[src/rtl/mem_access_unit_if.sv]
// Data-cache request/response bundle between the memory-access unit (master)
// and the data cache (slave).
interface mem_access_unit_if #(
    parameter int ADDR_WIDTH = 32
);
    logic                  data_read;
    logic                  data_write;
    logic [ADDR_WIDTH-1:0] data_addr;
    logic [3:0]            data_mbe;
    logic [31:0]           data_wdata;
    logic                  data_resp;
    logic [31:0]           data_rdata;

    modport master (
        output data_read, data_write, data_addr, data_mbe, data_wdata,
        input  data_resp, data_rdata
    );

    modport slave (
        input  data_read, data_write, data_addr, data_mbe, data_wdata,
        output data_resp, data_rdata
    );
endinterface

[src/rtl/mem_access_unit.sv]
// Memory-stage load/store controller: issues one data-cache access per op,
// stalls upstream until it completes and extends load data. Option: MISALIGN_TRAP_EN.
module mem_access_unit #(
    parameter int ADDR_WIDTH = 32
) (
    input  logic                  clk,
    input  logic                  rst,
    input  logic                  valid_in,
    input  logic                  mem_read_in,
    input  logic                  mem_write_in,
    input  logic [2:0]            funct3,
    input  logic [ADDR_WIDTH-1:0] addr,
    input  logic [31:0]           store_data,
    mem_access_unit_if.master     dbus,
    output logic [31:0]           load_data,
    output logic                  mem_done,
    output logic                  mem_stall,
    output logic                  misaligned
);

    typedef enum logic [1:0] {IDLE, REQ, DONE} state_e;

    state_e                state_q, state_d;
    logic                  is_load_q, is_load_d;
    logic [2:0]            f3_q, f3_d;
    logic [1:0]            off_q, off_d;
    logic [ADDR_WIDTH-1:0] addr_q, addr_d;
    logic [3:0]            mbe_q, mbe_d;
    logic [31:0]           wdata_q, wdata_d;
    logic [31:0]           load_q, load_d;
    logic                  legal_ld, legal_st, accept;

    function automatic logic [3:0] fmt_mbe(input logic [2:0] f3, input logic [1:0] off);
        case (f3[1:0])
            2'b00:   return 4'b0001 << off;
            2'b01:   return 4'b0011 << {off[1], 1'b0};
            default: return 4'b1111;
        endcase
    endfunction

    function automatic logic [31:0] fmt_wdata(input logic [2:0] f3, input logic [31:0] sd);
        case (f3[1:0])
            2'b00:   return {4{sd[7:0]}};
            2'b01:   return {2{sd[15:0]}};
            default: return sd;
        endcase
    endfunction

    function automatic logic [31:0] extract(input logic [2:0] f3, input logic [1:0] off,
                                            input logic [31:0] rd);
        logic [7:0]  b;
        logic [15:0] h;
        b = rd[{off, 3'b000} +: 8];
        h = off[1] ? rd[31:16] : rd[15:0];
        case (f3)
            3'b000:  return {{24{b[7]}}, b};
            3'b100:  return {24'h0, b};
            3'b001:  return {{16{h[15]}}, h};
            3'b101:  return {16'h0, h};
            default: return rd;
        endcase
    endfunction

    assign legal_ld = funct3 inside {3'b000, 3'b001, 3'b010, 3'b100, 3'b101};
    assign legal_st = funct3 inside {3'b000, 3'b001, 3'b010};
    assign accept   = valid_in && ((mem_read_in && !mem_write_in && legal_ld) ||
                                   (mem_write_in && !mem_read_in && legal_st));

`ifdef MISALIGN_TRAP_EN
    logic mis_now, mis_q, mis_d;
    assign mis_now = (funct3[1:0] == 2'b10 && addr[1:0] != 2'b00) ||
                     (funct3[1:0] == 2'b01 && addr[0]);
`endif

    always_comb begin
        state_d   = state_q;
        is_load_d = is_load_q;
        f3_d      = f3_q;
        off_d     = off_q;
        addr_d    = addr_q;
        mbe_d     = mbe_q;
        wdata_d   = wdata_q;
        load_d    = load_q;
        mem_stall = 1'b0;
`ifdef MISALIGN_TRAP_EN
        mis_d     = mis_q;
`endif
        case (state_q)
            IDLE: begin
                if (accept) begin
                    mem_stall = 1'b1;
                    is_load_d = mem_read_in;
                    f3_d      = funct3;
                    off_d     = addr[1:0];
                    addr_d    = {addr[ADDR_WIDTH-1:2], 2'b00};
                    mbe_d     = mem_write_in ? fmt_mbe(funct3, addr[1:0]) : 4'b0000;
                    wdata_d   = mem_write_in ? fmt_wdata(funct3, store_data) : 32'h0;
`ifdef MISALIGN_TRAP_EN
                    // A trapped op skips the cache entirely.
                    mis_d     = mis_now;
                    state_d   = mis_now ? DONE : REQ;
`else
                    state_d   = REQ;
`endif
                end
            end
            REQ: begin
                mem_stall = 1'b1;
                if (dbus.data_resp) begin
                    if (is_load_q) load_d = extract(f3_q, off_q, dbus.data_rdata);
                    state_d = DONE;
                end
            end
            DONE:    state_d = IDLE;
            default: state_d = IDLE;
        endcase
    end

    always_ff @(posedge clk or negedge rst) begin
        if (!rst) begin
            state_q   <= IDLE;
            is_load_q <= 1'b0;
            f3_q      <= 3'b000;
            off_q     <= 2'b00;
            addr_q    <= '0;
            mbe_q     <= 4'b0000;
            wdata_q   <= 32'h0;
            load_q    <= 32'h0;
`ifdef MISALIGN_TRAP_EN
            mis_q     <= 1'b0;
`endif
        end else begin
            state_q   <= state_d;
            is_load_q <= is_load_d;
            f3_q      <= f3_d;
            off_q     <= off_d;
            addr_q    <= addr_d;
            mbe_q     <= mbe_d;
            wdata_q   <= wdata_d;
            load_q    <= load_d;
`ifdef MISALIGN_TRAP_EN
            mis_q     <= mis_d;
`endif
        end
    end

    // Requests derive from the state register so an async reset drops them at once.
    assign dbus.data_read  = (state_q == REQ) && is_load_q;
    assign dbus.data_write = (state_q == REQ) && !is_load_q;
    assign dbus.data_addr  = addr_q;
    assign dbus.data_mbe   = mbe_q;
    assign dbus.data_wdata = wdata_q;
    assign load_data       = load_q;
    assign mem_done        = (state_q == DONE);
`ifdef MISALIGN_TRAP_EN
    assign misaligned      = (state_q == DONE) && mis_q;
`else
    assign misaligned      = 1'b0;
`endif

endmodule

[src/flat_wrapper.sv]
// flat-port wrapper written by rule: the top's interface ports become plain ports
module mem_access_unit_flat 
#(
    parameter int ADDR_WIDTH = 32
)
  (clk, rst, valid_in, mem_read_in, mem_write_in, funct3, addr, store_data, load_data, mem_done, mem_stall, misaligned, dbus_data_read, dbus_data_write, dbus_data_addr, dbus_data_mbe, dbus_data_wdata, dbus_data_resp, dbus_data_rdata);
  mem_access_unit_if #(.ADDR_WIDTH(ADDR_WIDTH)) dbus_i ();
  input  logic clk;
  input  logic rst;
  input  logic valid_in;
  input  logic mem_read_in;
  input  logic mem_write_in;
  input  logic [2:0] funct3;
  input  logic [ADDR_WIDTH-1:0] addr;
  input  logic [31:0] store_data;
  output logic [31:0] load_data;
  output logic mem_done;
  output logic mem_stall;
  output logic misaligned;
  output wire logic [$bits(dbus_i.data_read)-1:0] dbus_data_read;
  output wire logic [$bits(dbus_i.data_write)-1:0] dbus_data_write;
  output wire logic [$bits(dbus_i.data_addr)-1:0] dbus_data_addr;
  output wire logic [$bits(dbus_i.data_mbe)-1:0] dbus_data_mbe;
  output wire logic [$bits(dbus_i.data_wdata)-1:0] dbus_data_wdata;
  input wire logic [$bits(dbus_i.data_resp)-1:0] dbus_data_resp;
  input wire logic [$bits(dbus_i.data_rdata)-1:0] dbus_data_rdata;
  assign dbus_data_read = dbus_i.data_read;
  assign dbus_data_write = dbus_i.data_write;
  assign dbus_data_addr = dbus_i.data_addr;
  assign dbus_data_mbe = dbus_i.data_mbe;
  assign dbus_data_wdata = dbus_i.data_wdata;
  assign dbus_i.data_resp = dbus_data_resp;
  assign dbus_i.data_rdata = dbus_data_rdata;
  mem_access_unit #(.ADDR_WIDTH(ADDR_WIDTH)) u_core (.clk(clk), .rst(rst), .valid_in(valid_in), .mem_read_in(mem_read_in), .mem_write_in(mem_write_in), .funct3(funct3), .addr(addr), .store_data(store_data), .dbus(dbus_i), .load_data(load_data), .mem_done(mem_done), .mem_stall(mem_stall), .misaligned(misaligned));
endmodule
[config.mk]
export PLATFORM = sky130hd
export DESIGN_NAME = mem_access_unit_flat
export DESIGN_NICKNAME = d
export VERILOG_FILES = /design/src/rtl/mem_access_unit_if.sv /design/src/rtl/mem_access_unit.sv /design/src/flat_wrapper.sv
export SDC_FILE = /design/constraint.sdc
export NUM_CORES = 1
export LEC_CHECK = 0
export ABC_AREA = 1
export BUFFER_PORTS_ARGS = -buffer_cell sky130_fd_sc_hd__buf_4
export CAP_MARGIN = 40
export CORE_ASPECT_RATIO = 1.5
export CORE_MARGIN = 2
export CORE_UTILIZATION = 40
export DETAILED_ROUTE_END_ITERATION = 8
export PLACE_DENSITY = 0.72
export SETUP_SLACK_MARGIN = 0.02
export SLEW_MARGIN = 40
export SYNTH_ARGS = -nofsm -noshare
export SYNTH_HDL_FRONTEND = slang
export SYNTH_SLANG_ARGS = --single-unit
export TNS_END_PERCENT = 30
[constraint.sdc]
create_clock -name clk -period 2.04 [get_ports clk]
set_clock_uncertainty 0.2 [all_clocks]
set_input_delay 0 -clock clk [delete_from_list [all_inputs] [get_ports clk]]
set_output_delay 0 -clock clk [all_outputs]
set_load 0.005 [all_outputs]
# Word level (Yosys, flattened, before mapping)
# Cells that the tools add are included.
word_totals:
  reg_bits: 106
  wordCells: 54
  input_bits: 105
op_classes:
  n_eq_ne: 12
  n_mux: 11
  shifts: 3
  n_reduce_logical: 20
op_table:
  columns: ["operator", "count"]
  rows:
  - ["one-hot mux 32 bit (4 select lines)", 1]
  - ["one-hot mux 32 bit (2 select lines)", 1]
  - ["2-to-1 mux 32 bit", 1]
  - ["indexed part select 32 x 6 -> 8 bit", 1]
  - ["2-to-1 mux 16 bit", 1]
  - ["== test 3 bit (second input constant)", 4]
  - ["one-hot mux 4 bit (2 select lines)", 1]
  - ["logical AND 1 bit", 7]
  - ["== test 3 x 1 -> 1 bit (second input constant)", 2]
  - ["logical NOT 3 bit", 2]
  - ["nonzero test 5 bit", 1]
  - ["== test 2 x 1 -> 1 bit (second input constant)", 2]
  - ["logical NOT 2 bit", 2]
  - ["2-to-1 mux 2 bit", 2]
  - ["2-to-1 mux 4 bit", 1]
  - ["one-hot mux 2 bit (2 select lines)", 1]
  - ["AND reduction 2 bit", 2]
  - ["<< shifter 1 x 2 -> 4 bit (first input constant)", 1]
  - ["<< shifter 2 x 2 -> 4 bit (first input constant)", 1]
  - ["== test 3 x 2 -> 1 bit (second input constant)", 1]
  - ["logical NOT 1 bit", 3]
  - ["AND reduction 3 bit", 1]
  - ["nonzero test 3 bit", 1]
  - ["== test 2 bit (second input constant)", 1]
  - ["other kinds (5)", 5]

# Logic depth before layout (Yosys ltp)
# Gate-level depths: netlist (run 1).
logic_depth:
  depth_word: 7
  mapped_depth: 10

# Worst setup path before layout (run 1)
# Ideal clock, no wire load.
synth_path:
  kind: "reg2reg"
  from: "register u_core.state_q[0]"
  to: "register u_core.wdata_q[10], in the netlist u_core.dbus.data_wdata[10]"
  n_path_buf: 2
  setup_slack_ns: 0.529
  arrival_time_ns: 1.194
  path_stages_with_launch: 9
  setup_ns: 0.116
  cell_sequence: "dfrtp_1 nor2_1 o211ai_1 nor2_4 inv_2 buf_2 buf_4 nand2_1 nand2_1"
synth_between:
  elab_chain_cells: 2
synth_rtl:
  columns: ["element", "line", "text"]
  rows:
  - ["start, declared", "mem_access_unit.sv:23", "state_e state_q, state_d;"]
  - ["start signal, assigned", "mem_access_unit.sv:133", "state_q <= state_d;"]
  - ["logical NOT 2 bit", "mem_access_unit.sv:88", "case (state_q)"]
  - ["AND reduction 2 bit (no line)", null, null]
  - ["end signal, assigned", "mem_access_unit.sv:139", "wdata_q <= wdata_d;"]
  - ["end, declared", "mem_access_unit.sv:29", "logic [31:0] wdata_q, wdata_d;"]
# Every way passes these cells.
# A chain may end at the register's enable or synchronous reset.

# Worst setup path in the final report (run 1)
layout_path:
  from: "input port mem_write_in"
  to: "output port mem_stall"
layout_between:
  elab_chain_cells: 7
  word_cells_on_any_way: 9
layout_rtl:
  columns: ["element", "line", "text"]
  rows:
  - ["start, declared", "flat_wrapper.sv:12", "input logic mem_write_in;"]
  - ["logical NOT 1 bit", "mem_access_unit.sv:66", "assign accept = valid_in && ((mem_read_in && !mem_write_in && legal_ld) ||"]
  - ["logical AND 1 bit (2 in a row)", "mem_access_unit.sv:66", null]
  - ["logical OR 1 bit (*)", "mem_access_unit.sv:66", null]
  - ["logical AND 1 bit (*)", "mem_access_unit.sv:66", null]
  - ["2-to-1 mux 1 bit (*)", "mem_access_unit.sv:90", "if (accept) begin"]
  - ["one-hot mux 1 bit (2 select lines) (*)", "mem_access_unit.sv:88", null]
  - ["end, declared", "flat_wrapper.sv:18", "output logic mem_stall;"]
# Mark *: on every way between the ends. The rest lies on a longest branch, timed or not.

==> results of run 1 <==
-- cell usage after synthesis (2+ instances only) --
library cell | number | area (µm²)
a21oi_1 | 26 | 130
buf_2 | 19 | 95.1
buf_4 | 11 | 82.6
clkbuf_1 | 7 | 26.3
dfrtp_1 | 106 | 2650
inv_1 | 53 | 199
inv_2 | 6 | 22.5
nand2_1 | 329 | 1230
nand2_2 | 2 | 12.5
nand3_1 | 37 | 185
nor2_1 | 64 | 240
nor2_2 | 2 | 12.5
o21ai_0 | 26 | 130
o21ai_1 | 6 | 30.0
o22ai_1 | 8 | 50.1
or2_0 | 2 | 12.5
or2_2 | 17 | 106
-- placed cells by master, fill, tap and decap left out --
master	Yosys	routed
nand2_1	329	329
buf_4	11	212
dfrtp_1	106	106
dlygate4sd3_1	0	104
nor2_1	64	64
inv_1	53	53
nand3_1	37	37
o21ai_0	26	26
a21oi_1	26	26
or2_2	17	17
clkbuf_16	0	9
o22ai_1	8	8
o21ai_1	6	6
inv_2	6	6
buf_12	0	5
conb_1	1	3
inv_6	0	3
nor2_2	2	2
nand2_2	2	2
or2_0	2	2
clkinv_2	0	2
o211ai_1	1	1
nor2_4	1	1
nor3_1	1	1
nor3_2	1	1
clkinvlp_4	0	1
clkinv_4	0	1
-- logic make-up (layout without fill, tap and decap cells) --
group                  after synthesis  after routing  synth area share [%]
AO/OA/AOI/OAI                       67             67                  6.61
buffers and inverters               97            396                  8.15
AND/OR/NAND/NOR                    456            456                  34.8
flip-flops                         106            106                  50.4
other                                1              3                0.0712
-- sequential cells by signal (all words and copies together) (netlist names) --
signal and flops:
u_core.dbus.data_wdata 32, u_core.load_data 32, u_core.dbus.data_addr 30, u_core.dbus.data_mbe 4, u_core.f3_q 3, u_core.off_q 2, u_core.state_q 2, u_core.is_load_q 1
-- final timing paths --
| path | end | cells after the start | slack (ns) | startpoint |
|---|---|---|---|---|
| worst max-delay path | mem_stall | 7 | 0.18 | mem_write_in |
| worst min-delay path | u_core.state_q[0] | 5 | 0.13 | valid_in |
| worst max register to register | u_core.dbus.data_addr[19] | 7 | 0.30 | u_core.state_q[0] |
| worst min register to register | u_core.dbus.data_wdata[21] | 2 | 0.27 | u_core.dbus.data_wdata[21] |
| max in group asynchronous | u_core.load_data[24] | 4 | 0.78 | rst |
| min in group asynchronous | u_core.dbus.data_wdata[7] | 4 | 0.59 | rst |
-- worst max-delay path, cell delays in order --
cell	delay [ns]
dlygate4sd3_1	0.55
buf_4	0.21
o211ai_1	0.28
nor2_4	0.07
inv_2	0.29
nand2_1	0.09
buf_4	0.15
-- final cells by class --
type	instances	share of cell area (%)
clock buffers	9	2.72
repair buffers	321	33.0
well taps	159	2.40
multi-input cells	526	26.5
inverters	59	2.68
flip-flops and latches	106	32.1
clock inverters	7	0.635
-- report_power, final --
part	switching (mW)	total (mW)	internal, mW	leakage (nW)
combinational	1.43	3.04	1.61	3.12
clock	0.814	1.65	0.840	0.137
sequential	0.421	3.20	2.78	1.33
total	2.66	7.89	5.22	4.59
-- timing repair --
item | in CTS | in global routing
setup buffers | 0 | 0
endpoints found under the hold margin | 212 | 0
hold buffers | 105 | 0
-- through the flow --
step / hold WS (ns) / setup WS, ns / utilization, % / cell area [µm²]
after floorplan: -0.496 / 0.529 / - / 5270
after global placement: -0.253 / 0.338 / 53.8 / 6930
after detailed placement: -0.246 / 0.336 / 53.8 / 6930
after CTS: 0.122 / 0.219 / 64.2 / 8270
after global routing: 0.187 / 0.0544 / 64.2 / 8270
final: 0.132 / 0.183 / 64.2 / 8270
-- metal layers --
metal / routed length, µm / track usage (%) / up-vias
li1: - / - / 2812
met1: 6570 / 27.3 / 2649
met2: 9120 / 43.8 / 268
met3: 1190 / 5.22 / 73
met4: 886 / 14.3 / 0
met5: 0 / 0 / -
==> flow_summary.toml, run 1 <==
[setup_path]
cp_max_fo = 21
endpoint_kind = "output port"
worstPathArrival_ns = 1.66
critPathKind = "in -> out"
start_kind = "input pin"
crit_required_ns = 1.84

[place]
place_inst = 1066
place_congestion = 0.912
dp_hpwl_um = 11300
port-buffer-count = 206

[clock_network]
clock_sinks = 106
clk_path_buf_depth = 2
cts_root_buf = "clkbuf_16"
path_clk_slew_ns = 0.07
clock_latency_ns = 0.34
cts_tree = "done"
cts-htree-levels = 3
ctsResizeCount = 0
numCtsBuffers = 9

[synth]
synth_flop_cell = "dfrtp_1"
yosys_register_bits = 106
netlist_area_mm2 = 0.00526
syn_avg_cell_area_um2 = 7.24
async_flop_share_pct = 100
synth_edf_count = 0
syn_inst = 727
ys_warn_count = 0
ys_types = 23
seq_area_frac_synth_pct = 50.4

[status]
status = "finished clean"

[layout]
drive_gt1_share_pct = 25.5
register_area_mm2 = 0.00265
multi_input_area_mm2 = 0.00219
area_delta_synth_final_pct = 57.2
final_cell_count_no_fill = 1187
nFillCells = 1119
layout.nets = 1128
num_antenna_cells = 0

[grt]
antenna_found_initial = 0
grt_pass1_vias = 5822
grt.total_usage_pct = 24.7
grt_max_degree = 79
grt-ovfl-total = 0
grt_pass1_wl_um = 27900

[timing]
fin_crit_ns = 1.86
final_max_slew_viol_count = 0
max_freq_mhz = 538
setup_viol_count_final = 0
fin_setup_tns_ns = 0
fin_crit_sh_pct = 91.0
final_hold_viol_count = 0
rsz0062_at_grt = "false"

[floorplanning]
fp.dieArea_mm2 = 0.0141
die_h_um = 144
initial_core_util_pct = 40.8
die_w_um = 97.7
core_area_mm2 = 0.0129
io_pins = 210
fp-row-count = 51

[detailed_routing]
first_pass_iters = 5
antenna_left = 0
drc = 0
first_iter_violations = 296
postRouteWirelength_um = 17800
wire_per_inst_um = 15.0
viasPerCell = 4.89
via_count = 5802

[power_and_ir_drop]
vdd_drop_max_mv = 0.481
finalPower_mw = 7.89
power.leakage_nw = 4.59
power_density_mw_per_mm2 = 954

[hold_path]
hp-class = "in -> reg"

[run]
maxCapViolations = 0
(Power assumes the default switching activity.)
==> run 2: changes to the inputs <==
- BUFFER_PORTS_ARGS: -buffer_cell sky130_fd_sc_hd__buf_4 -> -buffer_cell sky130_fd_sc_hd__buf_2
- MAX_ROUTING_LAYER: unset -> met4
==> run 2 against run 1 <==
- final area shrank 4.4%
- combinational power shrank 11%
- non-clock buffer count rose by 10
- global-route usage grew 1.6 points
- critical path type unchanged
- first-iteration DRC count up 11%
- largest power group unchanged
- sequential power is essentially flat
- cell count rose by 0.93%
- die area stayed put
- hold slack lost 0.030 ns
==> flow_summary.toml, run 2 (synthesis gave the netlist of run 1 again) <==
[power_and_ir_drop]
p_sw_share_pct = 35.0
pwr-share-clk_pct = 23.6
finalPower_mw = 7.70
net-switching-power_mw = 2.69
seq_power_share_pct = 41.3
power.leakage_nw = 4.50
power_density_mw_per_mm2 = 973
intPower_mw = 5.00
comb_power_share_pct = 35.1
vdd_drop_max_mv = 0.524

[setup_path]
worstPathArrival_ns = 1.78
cp_max_fo = 29
crit_required_ns = 1.84
reg2reg_to = "u_core.load_data[6]"
r2r_setup_slack_ns = 0.09
r2r_start = "u_core.f3_q[0]"
crit_start = "funct3[1]"
worst-r2r-cell-count = 6
start_kind = "input pin"
crit_path_end = "mem_stall"
critPathKind = "in -> out"
endpoint_kind = "output port"

[place]
preCtsSetupSlack_ns = 0.345
port-buffer-count = 206
dp_hpwl_um = 11400
place_congestion = 0.908

[timing]
final_max_slew_viol_count = 0
setup_viol_count_final = 0
fin_crit_ns = 1.98
layout_setup_ws_ns = 0.0648
rsz0062_at_grt = "true"
final_hold_viol_count = 0
whs_ns = 0.103
max_freq_mhz = 506
fin_crit_sh_pct = 96.8

[hold_path]
worstHoldStart = "valid_in"
hp-class = "in -> reg"

[layout]
layout.nets = 1138
drive_gt1_share_pct = 25.6
mostFrequentLayoutCells = "nand2_1, buf_2, dlygate4sd3_1"
area_delta_synth_final_pct = 50.2
layout_commonest_cell = "nand2_1"

[clock_network]
clock_latency_ns = 0.35
cts-htree-levels = 3
path_clk_slew_ns = 0.08
cts_tree = "done"
post_cts_buffers = 0
clock_sinks = 106
numCtsBuffers = 9
clk_path_buf_depth = 2
cts_root_buf = "clkbuf_16"

[floorplanning]
initial_core_util_pct = 40.8
die_h_um = 144
fp.dieArea_mm2 = 0.0141
core_area_mm2 = 0.0129
fp-row-count = 51
io_pins = 210
die_w_um = 97.7

[detailed_routing]
antenna_left = 0
drc = 0
first_iter_violations = 330
first_pass_iters = 5
viasPerCell = 4.97
via_count = 5959
postRouteWirelength_um = 18500
wire_per_inst_um = 15.4

[grt]
grt_pass1_wl_um = 28700
grt_pass1_vias = 5890
grt.total_usage_pct = 26.3
grt-ovfl-total = 0
antenna_found_initial = 1
grt_max_degree = 79

[status]
status = "finished clean"

[run]
maxCapViolations = 0
-- run 2: cell count changes in the layout (fill, tap and decap cells not counted), moves of 2 or more --
| cell | delta |
|---|---|
| clkinv_2 | -2 |
| buf_4 | -203 |
| dlygate4sd3_1 | +7 |
| buf_2 | +205 |
-- run 2: area by class of cell --
class / instances / area, µm²
antenna: 1 / 2.50
clock buffer: 9 / 225
clock inverter: 7 / 83.8
fill: 1123 / 4980
inverter: 59 / 221
multi-input combinational: 526 / 2190
sequential: 106 / 2650
tap: 159 / 199
timing repair buffer: 331 / 2330
-- run 2: layer usage --
metal  routed length [µm]  part of all wire (%)  vias to the layer above  global-route usage (%)
li1                     -                     -                     2830                       -
met1                 6570                    36                     2766                    28.0
met2                 9790                    53                      285                    47.2
met3                 1130                   6.1                       78                    3.72
met4                  969                   5.2                        0                    14.0
met5                    0                     0                        -                       -
-- run 2: repair_timing --
| action | CTS | global route |
|---|---|---|
| hold endpoints to repair | 212 | 0 |
| gates resized for setup | 0 | 1 |
| setup endpoints to repair | 0 | 2 |
| hold buffers | 112 | 0 |
-- run 2: how the worst min path moves through the flow --
| stage | endpoint | slack, ns | cells past startpoint |
|---|---|---|---|
| floorplan | u_core.dbus.data_addr[10] | -0.50 | 0 |
| global placement | u_core.dbus.data_wdata[16] | -0.21 | 1 |
| detailed placement | u_core.dbus.data_wdata[16] | -0.21 | 1 |
| CTS | u_core.dbus.data_addr[28] | 0.08 | 6 |
| global route | u_core.dbus.data_addr[28] | 0.15 | 6 |
| finish | u_core.dbus.data_addr[28] | 0.10 | 6 |
-- run 2: power by group through the flow --
stage          Sequential (mW)  Clock (mW)  Combinational [mW]
5_1_grt                   3.26        1.95                3.04
3_3_place_gp              3.18           0                2.44
6_report                  3.18        1.81                2.70
2_1_floorplan             3.20           0                1.30
4_1_cts                   3.16        1.86                2.66
3_5_place_dp              3.18           0                2.49
-- run 2: metrics by stage --
| stage | cell area, µm² | setup TNS (ns) | util (%) | std cells |
|---|---|---|---|---|
| finish | 7910 | 0 | 61.3 | 1198 |
| floorplan | 5270 | 0 | - | 729 |
| detailed placement | 6440 | 0 | 49.9 | 1068 |
| global placement | 6440 | 0 | 49.9 | 1068 |
| CTS | 7880 | 0 | 61.1 | 1196 |
| global route | 7910 | -0.0400 | 61.3 | 1198 |
-- run 2: critical path, cell delays in order --
cell and delay [ns]:
dlygate4sd3_1 0.54, buf_2 0.28, o21ai_1 0.11, nand2_1 0.11, nor2_4 0.06, inv_2 0.23
buf_12 0.23, nand2_1 0.07, buf_2 0.14
